==> config.mk <==
export PLATFORM = sky130hd
export DESIGN_NAME = key_irq_queue
export DESIGN_NICKNAME = d
export VERILOG_FILES = /design/src/rtl/key_irq_queue.sv
export SDC_FILE = /design/constraint.sdc
export NUM_CORES = 1
export LEC_CHECK = 0
export CAP_MARGIN = 30
export CORE_MARGIN = 2
export CORE_UTILIZATION = 29
export DETAILED_ROUTE_END_ITERATION = 16
export GPL_TIMING_DRIVEN = 0
export PLACE_DENSITY = 0.46
export SYNTH_ARGS = -nofsm -noshare
export SYNTH_HDL_FRONTEND = slang
export SYNTH_SLANG_ARGS = --single-unit
==> constraint.sdc <==
create_clock -name clk -period 6.6 [get_ports clk]
set_input_delay 1.32 -clock clk [delete_from_list [all_inputs] [get_ports clk]]
set_output_delay 1.32 -clock clk [all_outputs]
set_load 0.005 [all_outputs]
==> src/rtl/key_irq_queue.sv <==
`default_nettype none
// ============================================================================
// Module      : key_irq_queue
// Description : Queues keyboard scancodes and presents them one at a time to a
//               CPU as a level interrupt. Each scancode is held on intData with
//               irq high until the CPU acknowledges it. A guaranteed irq-low gap
//               follows every acknowledge before the next code is presented.
//
// Ports       : clk          - single clock, all state changes on rising edge
//               rst          - asynchronous active-low reset
//               pressedKey   - 9-bit scancode from the keyboard reader
//               pressed      - key-valid level; only rising edges push
//               enable       - capture enable; gates pushes only
//               ack          - interrupt acknowledge level; only rising edges pop
//               clrOverflow  - clears the sticky overflow flag
//               irq          - interrupt request, high while a code is presented
//               intData      - presented scancode, zero-extended to 16 bits
//               count        - current FIFO occupancy
//               overflow     - sticky flag, set when a key is dropped on full
//
// Revision    : 1.0 - initial release
// ============================================================================
module key_irq_queue #(
  parameter int DEPTH      = 8,
  parameter int GAP_CYCLES = 2
) (
  input  logic                     clk,
  input  logic                     rst,
  input  logic [8:0]               pressedKey,
  input  logic                     pressed,
  input  logic                     enable,
  input  logic                     ack,
  input  logic                     clrOverflow,
  output logic                     irq,
  output logic [15:0]              intData,
  output logic [$clog2(DEPTH):0]   count,
  output logic                     overflow
);

  localparam int c_AW = $clog2(DEPTH);
  localparam int c_CW = c_AW + 1;

  typedef enum logic [1:0] {
    S_IDLE    = 2'd0,
    S_PRESENT = 2'd1,
    S_GAP     = 2'd2
  } state_t;

  // Storage and pointers
  logic [8:0]      r_mem [DEPTH];
  logic [c_AW-1:0] r_wr_ptr;
  logic [c_AW-1:0] r_rd_ptr;
  logic [c_CW-1:0] r_count;
  logic            r_ovf;

  // Edge detectors: pressedPrev resets high so a key held through reset
  // release is not mistaken for a new press.
  logic            r_pressed_prev;
  logic            r_ack_prev;

  // Presentation state
  state_t          r_state;
  state_t          w_state_nxt;
  logic [3:0]      r_gap_cnt;
  logic [3:0]      w_gap_nxt;
  logic [15:0]     r_int_data;
  logic            w_load;
  logic            w_pop;

  logic            w_push_ev;
  logic            w_ack_ev;
  logic            w_full;
  logic            w_do_push;
  logic            w_drop;
  logic [8:0]      w_head;

  assign w_push_ev = enable & pressed & ~r_pressed_prev;
  assign w_ack_ev  = ack & ~r_ack_prev;
  // Fullness is taken from the registered count, i.e. before any pop that
  // happens on the same edge, so a push into a full queue always drops.
  assign w_full    = (r_count == c_CW'(DEPTH));
  assign w_do_push = w_push_ev & ~w_full;
  assign w_drop    = w_push_ev & w_full;
  assign w_head    = r_mem[r_rd_ptr];

  // --------------------------------------------------------------------------
  // FSM state register
  // --------------------------------------------------------------------------
  always_ff @(posedge clk or negedge rst) begin
    if (!rst) begin
      r_state <= S_IDLE;
    end else begin
      r_state <= w_state_nxt;
    end
  end

  // --------------------------------------------------------------------------
  // FSM next-state and control
  // --------------------------------------------------------------------------
  always_comb begin
    w_state_nxt = r_state;
    w_gap_nxt   = r_gap_cnt;
    w_load      = 1'b0;
    w_pop       = 1'b0;
    case (r_state)
      S_IDLE: begin
        if (r_count != '0) begin
          w_load      = 1'b1;
          w_state_nxt = S_PRESENT;
        end
      end
      S_PRESENT: begin
        if (w_ack_ev) begin
          w_pop       = 1'b1;
          w_gap_nxt   = 4'(GAP_CYCLES);
          w_state_nxt = S_GAP;
        end
      end
      S_GAP: begin
        // The counter is loaded with GAP_CYCLES on the acknowledge edge; leaving
        // on the edge where it would reach zero gives exactly GAP_CYCLES low
        // cycles of irq.
        if (r_gap_cnt > 4'd1) begin
          w_gap_nxt = r_gap_cnt - 4'd1;
        end else begin
          w_gap_nxt = 4'd0;
          if (r_count != '0) begin
            w_load      = 1'b1;
            w_state_nxt = S_PRESENT;
          end else begin
            w_state_nxt = S_IDLE;
          end
        end
      end
      default: begin
        w_state_nxt = S_IDLE;
        w_gap_nxt   = 4'd0;
      end
    endcase
  end

  // --------------------------------------------------------------------------
  // Datapath registers
  // --------------------------------------------------------------------------
  always_ff @(posedge clk or negedge rst) begin
    if (!rst) begin
      r_gap_cnt      <= 4'd0;
      r_int_data     <= 16'd0;
      r_wr_ptr       <= '0;
      r_rd_ptr       <= '0;
      r_count        <= '0;
      r_ovf          <= 1'b0;
      r_pressed_prev <= 1'b1;
      r_ack_prev     <= 1'b0;
    end else begin
      r_gap_cnt      <= w_gap_nxt;
      r_pressed_prev <= pressed;
      r_ack_prev     <= ack;

      if (w_load) begin
        r_int_data <= {7'd0, w_head};
      end

      // Pointers are DEPTH-sized (power of two) so they wrap naturally.
      if (w_do_push) begin
        r_wr_ptr <= r_wr_ptr + c_AW'(1);
      end
      if (w_pop) begin
        r_rd_ptr <= r_rd_ptr + c_AW'(1);
      end

      case ({w_do_push, w_pop})
        2'b10:   r_count <= r_count + c_CW'(1);
        2'b01:   r_count <= r_count - c_CW'(1);
        default: r_count <= r_count;
      endcase

      // A drop on the same edge as a clear wins.
      if (w_drop) begin
        r_ovf <= 1'b1;
      end else if (clrOverflow) begin
        r_ovf <= 1'b0;
      end
    end
  end

  // Entry storage needs no reset: contents are only read behind a valid count.
  always_ff @(posedge clk) begin
    if (w_do_push) begin
      r_mem[r_wr_ptr] <= pressedKey;
    end
  end

  assign irq      = (r_state == S_PRESENT);
  assign intData  = r_int_data;
  assign count    = r_count;
  assign overflow = r_ovf;

endmodule
`default_nettype wire

Word level (Yosys, flattened, before mapping)

Memories as Yosys holds them, arrays and structs flattened. A register that Yosys moved wholly into a read port is not among the register bits.
Index checks and enable logic that the tools add are counted.

Bitwise gates (word level): 9
Magnitude comparators: 1
Reductions and logical operators: 7
$add $sub $neg: 5
Equality and inequality tests: 8
Multiplexer cells: 18

Operators by type and width:

| kind                                                          | number |
|---|---|
| case mux 4 bit (3 select lines)                               | 1 |
| 2-to-1 mux 1 bit                                              | 9 |
| 2-to-1 mux 4 bit                                              | 2 |
| case mux 4 bit (2 select lines)                               | 1 |
| subtractor 4 x 1 -> 4 bit, second input constant              | 2 |
| adder 3 x 1 -> 3 bit, second input constant                   | 2 |
| 2-to-1 mux 2 bit                                              | 3 |
| case mux 2 bit (3 select lines)                               | 1 |
| AND 1 bit                                                     | 5 |
| adder 4 x 1 -> 4 bit, second input constant                   | 1 |
| == test 2 x 1 -> 1 bit, second input constant                 | 2 |
| == test 2 bit, second input constant                          | 2 |
| == test 4 bit, second input constant                          | 1 |
| greater-than comparator 4 x 1 -> 1 bit, second input constant | 1 |
| inequality test 2 bit, second input constant                  | 2 |
| NOT 1 bit                                                     | 4 |
| nonzero test 2 bit                                            | 2 |
| nonzero test 4 bit                                            | 1 |
| AND reduction 3 bit                                           | 1 |
| logical NOT 2 bit                                             | 1 |
| inequality test 2 x 1 -> 1 bit, second input constant         | 1 |
| case mux 1 bit (2 select lines)                               | 1 |
| AND reduction 2 bit                                           | 1 |
| logical NOT 1 bit                                             | 1 |

Memories kept: 1
Logic and storage cells: 57
Output and inout bits: 22
Input port bits: 15
Bits in writable memories: 72
Register bits: 19

Memories:

| name  | depth | bits a word | rd ports | clocked after Yosys merged registers in | write ports | line | source |
|---|---|---|---|---|---|---|---|
| r_mem | 8     | 9           | 1        | 1                                       | 1           | 50   | `logic [8:0] r_mem [DEPTH];` |

Logic depth before layout (Yosys ltp)

Word-level depth: 6
Gate-level depth with buffers: 11
Gate-level depth less buffers: 11

Least setup slack after synthesis

Ideal clock, no wire load.

Path kind: input port to flip-flop
From: in pressed
To: reg r_count[2] (netlist: count[2])
Arrival: 2884 ps
Library setup time: 129 ps
Path buffers: 0
Stages on the path: 10
Required time: 6471 ps
Path slack: 3587 ps
Path through: nand3b_1 -> a21oi_1 -> inv_1 -> ha_1 -> xor2_1 -> ha_1 -> a21oi_1 -> xor2_1 -> nor2_1 -> xor2_1

Longest elaborated chain between the ends: 5
Elaborated cells between the ends (all ways): 7
Classes of those cells: eq/ne: 2; mux: 1; bitwise: 3; reduce/logical: 1

RTL lines:

| what                                                                         | line | source |
|---|---|---|
| start: declaration                                                           | 30   | `input logic pressed,` |
| AND 1 bit * (2 in a row)                                                     | 77   | `assign w_push_ev = enable & pressed & ~r_pressed_prev;` |
| AND 1 bit *                                                                  | 82   | `assign w_do_push = w_push_ev & ~w_full;` |
| == test 2 x 1 -> 1 bit / == test 2 bit (equally long branches)               | 172  | `case ({w_do_push, w_pop})` |
| case mux 4 bit (2 select lines) / nonzero test 2 bit (equally long branches) | --   |  |
| end signal: assignment                                                       | 173  | `2'b10: r_count <= r_count + c_CW'(1);` |
| end signal: assignment                                                       | 174  | `2'b01: r_count <= r_count - c_CW'(1);` |
| end signal: assignment                                                       | 175  | `default: r_count <= r_count;` |
| end: declaration                                                             | 53   | `logic [c_CW-1:0] r_count;` |

Every way passes the cells marked *; elsewhere a longest branch is shown, timed or not.
A chain may end at the register's enable or synchronous reset.

Worst setup path in the final report

Ends and elaborated chain as after synthesis.

==> impl_metrics.yaml <==
run_status:
  status: "completed"
routing:
  num_vias: 2224
  wire_per_inst_um: 17.2
  viasPerCell: 4.59
  drtPass1Iterations: 4
  dr.first_iter.drc_count: 104
  wl_um: 8370
  ant_nets: 0
  drc_errors: 0
logic_synthesis:
  synth-async-reset-ratio_pct: 28.0
  yosysMostFrequentCell: "edfxtp_1"
  synth_top_cell_by_area: "edfxtp_1"
  yosys_warnings: 0
  syn_area_per_cell_um2: 17.5
  synth_ff_type: "edfxtp_1"
  netlist_area_mm2: 0.00424
  synth-seq-cells: 100
  synth_edf_count: 72
  ys_seq_area_share_pct: 67.5
  ys_types: 39
  synth_top_cell_area_share_pct: 50.9
  synth_commonest_cells: "72 x edfxtp_1, 27 x dfrtp_1, 21 x mux2_2, 11 x ha_1, 11 x nor2_1"
  synthTopCellsByArea: "edfxtp_1 51%, dfrtp_1 16%, mux4_1 5.6%"
  synth_cells: 243
sta:
  relSlewSlack_pct: 38.3
  rsz0062_at_grt: "false"
  slew_violations: 0
  tns_ns: 0
  worstMarginPinSlew_ns: 0.920
  fin_crit_ns: 3.41
  finalHoldViolCount: 0
  setup_violations: 0
  fin_skew_ns: 0.0103
  fin_crit_sh_pct: 51.6
  clock.fmax_mhz: 293
power_and_ir_drop:
  p_total_mw: 2.06
  p_sw_share_pct: 29.3
  intPower_mw: 1.46
  clockPowerShare_pct: 25.2
  power_density_mw_per_mm2: 401
  power.leakage_nw: 1.86
  peakVddDrop_mv: 0.126
  p_switching_mw: 0.606
  pwr-share-seq_pct: 40.8
  pwr-share-comb_pct: 34.0
layout:
  fillers: 1380
  num_antenna_cells: 0
  final_area_mm2: 0.00515
  layout-drive-gt1-share_pct: 22.3
  fin_nets: 322
  area_growth_syn_to_layout_pct: 21.4
floorplan:
  fp.dieW_um: 125
  initial_core_util_pct: 29.4
  die_area_mm2: 0.0156
  top_level_ports: 37
  rows: 44
  dieHeight_um: 125
  design.core.area_mm2: 0.0144
min_path:
  hp-class: "reg -> reg"
  hold_depth: 1
placed_design:
  dpl_cell_area_mm2: 0.00486
  portBuffers: 29
  dp_hpwl_um: 5410
  place.gp.congestion: 0.712
clock_network:
  clock_latency_ns: 0.35
  post_cts_resize_count: 0
  cts_setup_buffers: 0
  cts_inserted_buffers: 9
  clk_pin_slew_worst_paths_ns: 0.06
  cts_tree: "done"
  cts_hold_buf: 0
  cts_root_buffer: "clkbuf_16"
  clock_path_buffers: 2
  cts.sinks: 100
  htreeDepth: 3
critical_path:
  cp_common_cell: "xor2_1"
  slowest_delay_ns: 0.49
  cp_cell_sequence: "clkdlybuf4s50_1, nand3b_1, a21oi_1, inv_1, ha_1, xor2_1, ha_1, a21oi_1, xor2_1, nor2_1, xor2_1"
  required_ns: 6.82
  crit_path_start_kind: "primary input"
  arrival_ns: 3.63
  r2r_cells: 11
  path_max_fanout: 6
  critical_path_class: "in -> reg"
  slowest_stage: "clkdlybuf4s50_1"
  end_kind: "flop"
grt:
  antenna_found_initial: 0
  gr-total-overflow: 0
  grtUsageTotal_pct: 11.4
  grt_pass1_vias: 2234
  grt_pass1_wl_um: 13400
  grt_max_degree: 29
job:
  drv_cap: 0
## kinds of logic after synthesis
kind of cell	after synthesis	share of synthesized area (%)
simple gates	42	4.89
fa+ha+maj	11	3.24
mux	40	16.2
flops	100	67.5
other cells	1	0.0884
xor+xnor	9	1.86
compound gates	19	3.04
buf+inv	21	3.24
## state kept, by name, indices dropped and copies added, names as in the netlist
signal,flops
r_gap_cnt,4
r_ack_prev,1
r_rd_ptr,3
r_pressed_prev,1
intData,9
count,4
r_wr_ptr,3
r_mem,72
overflow,1
r_state,2
## worst max-delay path: cells and delay by family
family                     cells  cell delay [ns]
AOI/OAI and AO/OA              2             0.58
adders and majority gates      2             0.46
xor gates and xnor gates       3             0.47
buffers and inverters          2             0.63
and+or+nand+nor                2             0.17
## area by class of cell
cell class,instances,area (um2),area share (%)
Inverter,9,33.8,0.656
Timing Repair Buffer,36,357,6.92
Buffer,12,104,2.02
Clock buffer,10,229,4.44
Clock inverter,6,60.1,1.17
Sequential cell,100,2860,55.6
Tap cell,184,230,4.47
Multi-Input combinational cell,128,1270,24.7
## through the flow
step,util [%],cells,hold slack [ns],worst slack (ns)
global placement,33.2,462,0.489,2.40
finish,35.7,485,0.505,3.19
CTS,35.7,485,0.511,3.18
detailed placement,33.7,469,0.496,2.82
floorplan,-,249,0.480,3.59
global route,35.7,485,0.517,3.00
## routing by layer
metal | share of wire (%) | track usage [%]
met5 | 0 | 0
met4 | 1.6 | 4.25
met3 | 3.0 | 3.17
met2 | 48 | 17.8
met1 | 48 | 15.4
## power groups by stage
stage	Sequential, mW	Combinational (mW)	Clock, mW
floorplan	0.841	0.465	0
global placement	0.852	0.691	0
detailed placement	0.856	0.714	0
CTS	0.843	0.720	0.540
global route	0.856	0.779	0.566
finish	0.841	0.703	0.520
## cell usage in the layout (no fill, tap or decap), types with 4 or more instances in the layout
cell type,instances
edfxtp_1,72
nor2_1,11
mux4_2,9
nand3_1,4
mux4_1,9
mux2_2,21
xnor2_1,4
buf_4,9
ha_1,11
nand2b_1,5
clkdlybuf4s50_1,28
nand2_1,10
xor2_1,5
clkbuf_16,9
conb_1,7
inv_1,9
a21oi_1,4
buf_6,7
dfrtp_1,27
## path summary, 6_finish.rpt
path | start | end | slack (ns)
worst max-delay path | pressed | count[2]$_DFFE_PN0P_ | 3.19
worst min-delay path | intData[0]$_DFFE_PN0P_ | intData[0]$_DFFE_PN0P_ | 0.50
worst max register to register | r_state[1]$_DFFE_PN0P_ | count[2]$_DFFE_PN0P_ | 4.13
worst min register to register | intData[0]$_DFFE_PN0P_ | intData[0]$_DFFE_PN0P_ | 0.50
max in group asynchronous | rst | intData[6]$_DFFE_PN0P_ | 5.12
min in group asynchronous | rst | r_state[0]$_DFFE_PN0P_ | 1.02
Note: power is estimated with default switching activity, not from simulation.
